<file path="src/rtl/serpent_lt_keymix.sv">
// Serpent round tail: linear transform plus round-key mix (encrypt) or key mix plus inverse LT (decrypt).
// The result is registered behind a valid/ready output stage with a one-entry skid buffer.
module serpent_lt_keymix #(
  parameter int TAG_W = 6
) (
  input  logic               i_clk,
  input  logic               i_rst,
  input  logic [127:0]       i_data,
  input  logic [127:0]       i_key,
  input  logic               i_decrypt,
  input  logic               i_last,
  input  logic [TAG_W-1:0]   i_tag,
  input  logic               i_valid,
  output logic               o_ready,
  output logic [127:0]       o_data,
  output logic [TAG_W-1:0]   o_tag,
  output logic               o_valid,
  input  logic               i_ready
);

  function automatic logic [31:0] rotl32(input logic [31:0] x, input logic [4:0] n);
    return (x << n) | (x >> (6'd32 - {1'b0, n}));
  endfunction

  function automatic logic [31:0] rotr32(input logic [31:0] x, input logic [4:0] n);
    return (x >> n) | (x << (6'd32 - {1'b0, n}));
  endfunction

  function automatic logic [127:0] lt_fwd(input logic [127:0] d);
    logic [31:0] x0, x1, x2, x3;
    x0 = d[31:0];
    x1 = d[63:32];
    x2 = d[95:64];
    x3 = d[127:96];
    x0 = rotl32(x0, 5'd13);
    x2 = rotl32(x2, 5'd3);
    x1 = x1 ^ x0 ^ x2;
    x3 = x3 ^ x2 ^ (x0 << 3);
    x1 = rotl32(x1, 5'd1);
    x3 = rotl32(x3, 5'd7);
    x0 = x0 ^ x1 ^ x3;
    x2 = x2 ^ x3 ^ (x1 << 7);
    x0 = rotl32(x0, 5'd5);
    x2 = rotl32(x2, 5'd22);
    return {x3, x2, x1, x0};
  endfunction

  // Undo each forward step in reverse order; the XOR steps are self-inverse.
  function automatic logic [127:0] lt_inv(input logic [127:0] d);
    logic [31:0] x0, x1, x2, x3;
    x0 = d[31:0];
    x1 = d[63:32];
    x2 = d[95:64];
    x3 = d[127:96];
    x2 = rotr32(x2, 5'd22);
    x0 = rotr32(x0, 5'd5);
    x2 = x2 ^ x3 ^ (x1 << 7);
    x0 = x0 ^ x1 ^ x3;
    x3 = rotr32(x3, 5'd7);
    x1 = rotr32(x1, 5'd1);
    x3 = x3 ^ x2 ^ (x0 << 3);
    x1 = x1 ^ x0 ^ x2;
    x2 = rotr32(x2, 5'd3);
    x0 = rotr32(x0, 5'd13);
    return {x3, x2, x1, x0};
  endfunction

  logic [127:0]     result;
  logic             accept;

  logic [127:0]     data_q, data_d;
  logic [TAG_W-1:0] tag_q, tag_d;
  logic             valid_q, valid_d;
  logic [127:0]     skid_data_q, skid_data_d;
  logic [TAG_W-1:0] skid_tag_q, skid_tag_d;
  logic             skid_vld_q, skid_vld_d;
  logic             rdy_q, rdy_d;

  always_comb begin
    if (i_last) begin
      result = i_data ^ i_key;
    end else if (i_decrypt) begin
      result = lt_inv(i_data ^ i_key);
    end else begin
      result = lt_fwd(i_data) ^ i_key;
    end
  end

  assign accept = i_valid && rdy_q;

  // Output register refills from the skid first; the skid only fills while the output is stalled.
  always_comb begin
    data_d      = data_q;
    tag_d       = tag_q;
    valid_d     = valid_q;
    skid_data_d = skid_data_q;
    skid_tag_d  = skid_tag_q;
    skid_vld_d  = skid_vld_q;
    if (!valid_q || i_ready) begin
      if (skid_vld_q) begin
        data_d     = skid_data_q;
        tag_d      = skid_tag_q;
        valid_d    = 1'b1;
        skid_vld_d = 1'b0;
      end else if (accept) begin
        data_d  = result;
        tag_d   = i_tag;
        valid_d = 1'b1;
      end else begin
        valid_d = 1'b0;
      end
    end else if (accept) begin
      skid_data_d = result;
      skid_tag_d  = i_tag;
      skid_vld_d  = 1'b1;
    end
    rdy_d = !skid_vld_d;
  end

  always_ff @(posedge i_clk) begin
    if (i_rst) begin
      data_q     <= '0;
      tag_q      <= '0;
      valid_q    <= 1'b0;
      skid_vld_q <= 1'b0;
      rdy_q      <= 1'b1;
    end else begin
      data_q     <= data_d;
      tag_q      <= tag_d;
      valid_q    <= valid_d;
      skid_vld_q <= skid_vld_d;
      rdy_q      <= rdy_d;
    end
  end

  always_ff @(posedge i_clk) begin
    skid_data_q <= skid_data_d;
    skid_tag_q  <= skid_tag_d;
  end

  assign o_data  = data_q;
  assign o_tag   = tag_q;
  assign o_valid = valid_q;
  assign o_ready = rdy_q;

endmodule

</file>
<file path="config.mk">
export PLATFORM = sky130hd
export DESIGN_NAME = serpent_lt_keymix
export DESIGN_NICKNAME = d
export VERILOG_FILES = /design/src/rtl/serpent_lt_keymix.sv
export SDC_FILE = /design/constraint.sdc
export NUM_CORES = 1
export LEC_CHECK = 0
export ABC_AREA = 1
export CAP_MARGIN = 5
export CORE_ASPECT_RATIO = 0.5
export CORE_MARGIN = 5
export CORE_UTILIZATION = 44
export CTS_CLUSTER_SIZE = 40
export DETAILED_ROUTE_END_ITERATION = 10
export MAX_ROUTING_LAYER = met4
export PLACE_DENSITY_LB_ADDON = 0.15
export SETUP_SLACK_MARGIN = 0.2
export SKIP_CTS_REPAIR_TIMING = 1
export SLEW_MARGIN = 20
export SYNTH_ARGS = -nofsm -noshare
export SYNTH_HDL_FRONTEND = slang
export SYNTH_SLANG_ARGS = --single-unit
</file>
<file path="constraint.sdc">
create_clock -name i_clk -period 11.85 [get_ports i_clk]
set_input_delay 2.9625 -clock i_clk [delete_from_list [all_inputs] [get_ports i_clk]]
set_output_delay 2.9625 -clock i_clk [all_outputs]
set_load 0.02 [all_outputs]
</file>
==> impl_metrics.py <==
metrics = {
    "sta": {
        "max_freq_ghz": 0.1801,
        "tightest_slew_ns": 1.197,
        "skew_ns": 0.01756,
        "setup_viol": 0,
        "holdWs_ns": 0.4629,
        "finalWorstSetupSlack_ns": 6.298,
        "min_period_ns": 5.552,
        "hold_viol": 0,
        "setup_tns_ns": 0,
        "rsz0062_at_grt": "no",
        "slew_headroom_pct": 19.64,
        "drv_slew": 0,
        "period_share_pct": 46.85,
    },
    "setup_path": {
        "cp-end-kind": "flip-flop",
        "crit_required_ns": 12.34,
        "cp_top_family": "buffers and inverters",
        "path_class": "input pin to flip-flop",
        "cp_num_buf_inv": 2,
        "critPathMostFrequentCell": "nand3_1",
        "cpPeakStageDelay_ns": 0.89,
        "critical_path.startpoint_type": "input pin",
        "cp_max_fo": 8,
        "arrival_ns": 6.04,
        "crit_path_top_delay_cell": "clkdlybuf4s50_1",
        "crit_chain": "clkdlybuf4s50_1 > xnor2_1 > xor2_1 > inv_1 > nand2_1 > nand3_1 > nand3_1 > nand3_1 > nand2_1 > a21oi_1",
    },
    "power": {
        "power_density_nw_per_um2": 121.8,
        "leakagePower_nw": 14.50,
        "ir_drop_v": 0.0001103,
        "total_power_mw": 3.594,
    },
    "cts": {
        "cts_tree": "yes",
        "cts_root_buffer": "clkbuf_16",
        "clk_latency_ns": 0.61,
        "clk_pin_slew_ns": 0.06,
        "cts_max_level": 1,
        "cts_buffers": 27,
        "clock_sinks": 271,
        "cts_buffer_depth": 3,
    },
    "yosys": {
        "async_flop_share_pct": 0,
        "synth_area_sq_um": 24280,
        "synth_most_common_cell": "nand2_1",
        "syn_nets": 4297,
        "synth.area.top_cells": "nand2_1 25%, edfxtp_1 17%, dfxtp_1 11%",
        "synth-edff-count": 134,
        "syn_inst": 4029,
        "yosysWarningCount": 0,
        "ys_types": 36,
        "yosysTopAreaCell": "nand2_1",
        "syn_area_per_cell_sq_um": 6.027,
        "synth-seq-cells": 271,
        "ys_seq_area_share_pct": 27.86,
        "synth_top_area_share_pct": 25.30,
        "synthFlopType": "dfxtp_1",
        "synth.top_cells.by_count": "1637 x nand2_1, 404 x nand3_1, 396 x inv_1, 368 x nor2_1, 224 x xnor2_1",
    },
    "final_layout": {
        "fillers": 5456,
        "drive_gt1_share_pct": 2.575,
        "nNetsFinal": 4557,
        "multi_input_area_sq_um": 15130,
        "synthToLayoutAreaGrowth_pct": 21.45,
        "sequential_cell_area_sq_um": 6766,
        "final_area_sq_um": 29490,
    },
    "die": {
        "start_util_pct": 44.80,
        "dieArea_sq_um": 60280,
        "io-pin-count": 404,
        "core_sq_um": 54200,
        "die_h_um": 176.1,
        "fp.dieW_um": 342.2,
        "rows": 60,
    },
    "flow_run": {
        "max_cap_violations": 0,
    },
    "min_path": {
        "hold_path_class": "flip-flop to flip-flop",
    },
    "global_route": {
        "antenna_found_initial": 12,
        "grt_pass1_vias": 23880,
        "grt_use_total_pct": 40.37,
        "overflow": 0,
        "grt_max_degree": 154,
        "grt_pass1_wl_um": 170700,
    },
    "placed_design": {
        "hpwl_um": 99120,
        "place_area_sq_um": 28520,
        "place_congestion": 1.087,
        "portBuffers": 403,
        "dp_slack_ns": 5.965,
    },
    "route": {
        "ant_nets": 0,
        "drtPass1Iterations": 6,
        "vias_per_cell": 5.481,
        "vias": 27740,
        "routed_wl_um": 123700,
        "first_iter_violations": 4131,
        "post-route-drc-count": 0,
        "avgRoutedWirePerCell_um": 24.43,
    },
    "outcome": {
        "outcome": "finished, final reports clean",
    },
}
-- registers in the layout, indices dropped and copies added, names as in the netlist --
name	flops
o_tag	6
skid_tag_q	6
o_ready	1
skid_data_q	128
o_data	128
skid_vld_q	1
o_valid	1
-- power breakdown --
group,switching (mW),internal [mW]
sequential,0.0463,1.06
combinational,1.03,0.487
clock,0.443,0.529
-- worst reg2reg max path, cell delays in order, from the launching register on --
cell,delay [ns]
dfxtp_1,0.30
buf_4,0.28
inv_6,0.75
buf_4,0.90
nand3_1,0.29
nand2_1,0.33
a21oi_1,0.11
-- final timing paths --
check / from / depth (start not counted) / slack [ns] / endpoint
max: i_data[21] / 10 / 6.30 / o_data[8]$_SDFFE_PP0P_
min: o_data[88]$_SDFFE_PP0P_ / 2 / 0.46 / o_data[88]$_SDFFE_PP0P_
max reg2reg: skid_vld_q$_SDFF_PP0_ / 6 / 8.76 / o_data[1]$_SDFFE_PP0P_
min reg2reg: o_data[88]$_SDFFE_PP0P_ / 2 / 0.46 / o_data[88]$_SDFFE_PP0P_
-- layout by cell type, fill, tap and decap left out, types with 9 or more instances in the layout --
cell / instances
inv_1: 395
buf_4: 18
xnor2_1: 224
clkdlybuf4s50_1: 400
o21ai_0: 70
a31oi_1: 9
nand3b_1: 12
edfxtp_1: 134
a21oi_1: 210
xor2_1: 178
or2_2: 12
nand2_1: 1636
nand3_1: 404
nor2_1: 367
clkbuf_16: 27
xnor2_2: 9
dfxtp_1: 137
-- final cells by class --
cell class	instances	share of cell area (%)
clock inverters	18	0.7975
well taps	744	3.156
diodes	8	0.06787
flip-flops and latches	271	22.94
multi-input cells	3168	51.31
clock buffers	32	2.422
inverters	400	5.120
repair buffers	421	14.19
-- kinds of logic after synthesis --
logic type | after synthesis | synth area share, %
simple gates | 2446 | 40.33
buf+inv | 590 | 9.882
xor+xnor | 417 | 15.50
compound gates | 305 | 6.425
flops | 271 | 27.86
-- layer usage --
metal	global-route usage (%)	vias to the layer above	share of wire (%)
li1	-	13010	-
met1	57.86	12850	44
met2	52.64	1709	38
met3	15.87	178	16
met4	9.017	0	2.6
met5	-	-	0
-- per-stage QoR --
stage / utilization, % / std cells
after global placement: 52.63 / 5004
after CTS: 54.38 / 5054
after global routing: 54.41 / 5061
after detailed placement: 52.63 / 5004
final: 54.42 / 5062
after floorplan: - / 4029
(Power assumes the default switching activity.)
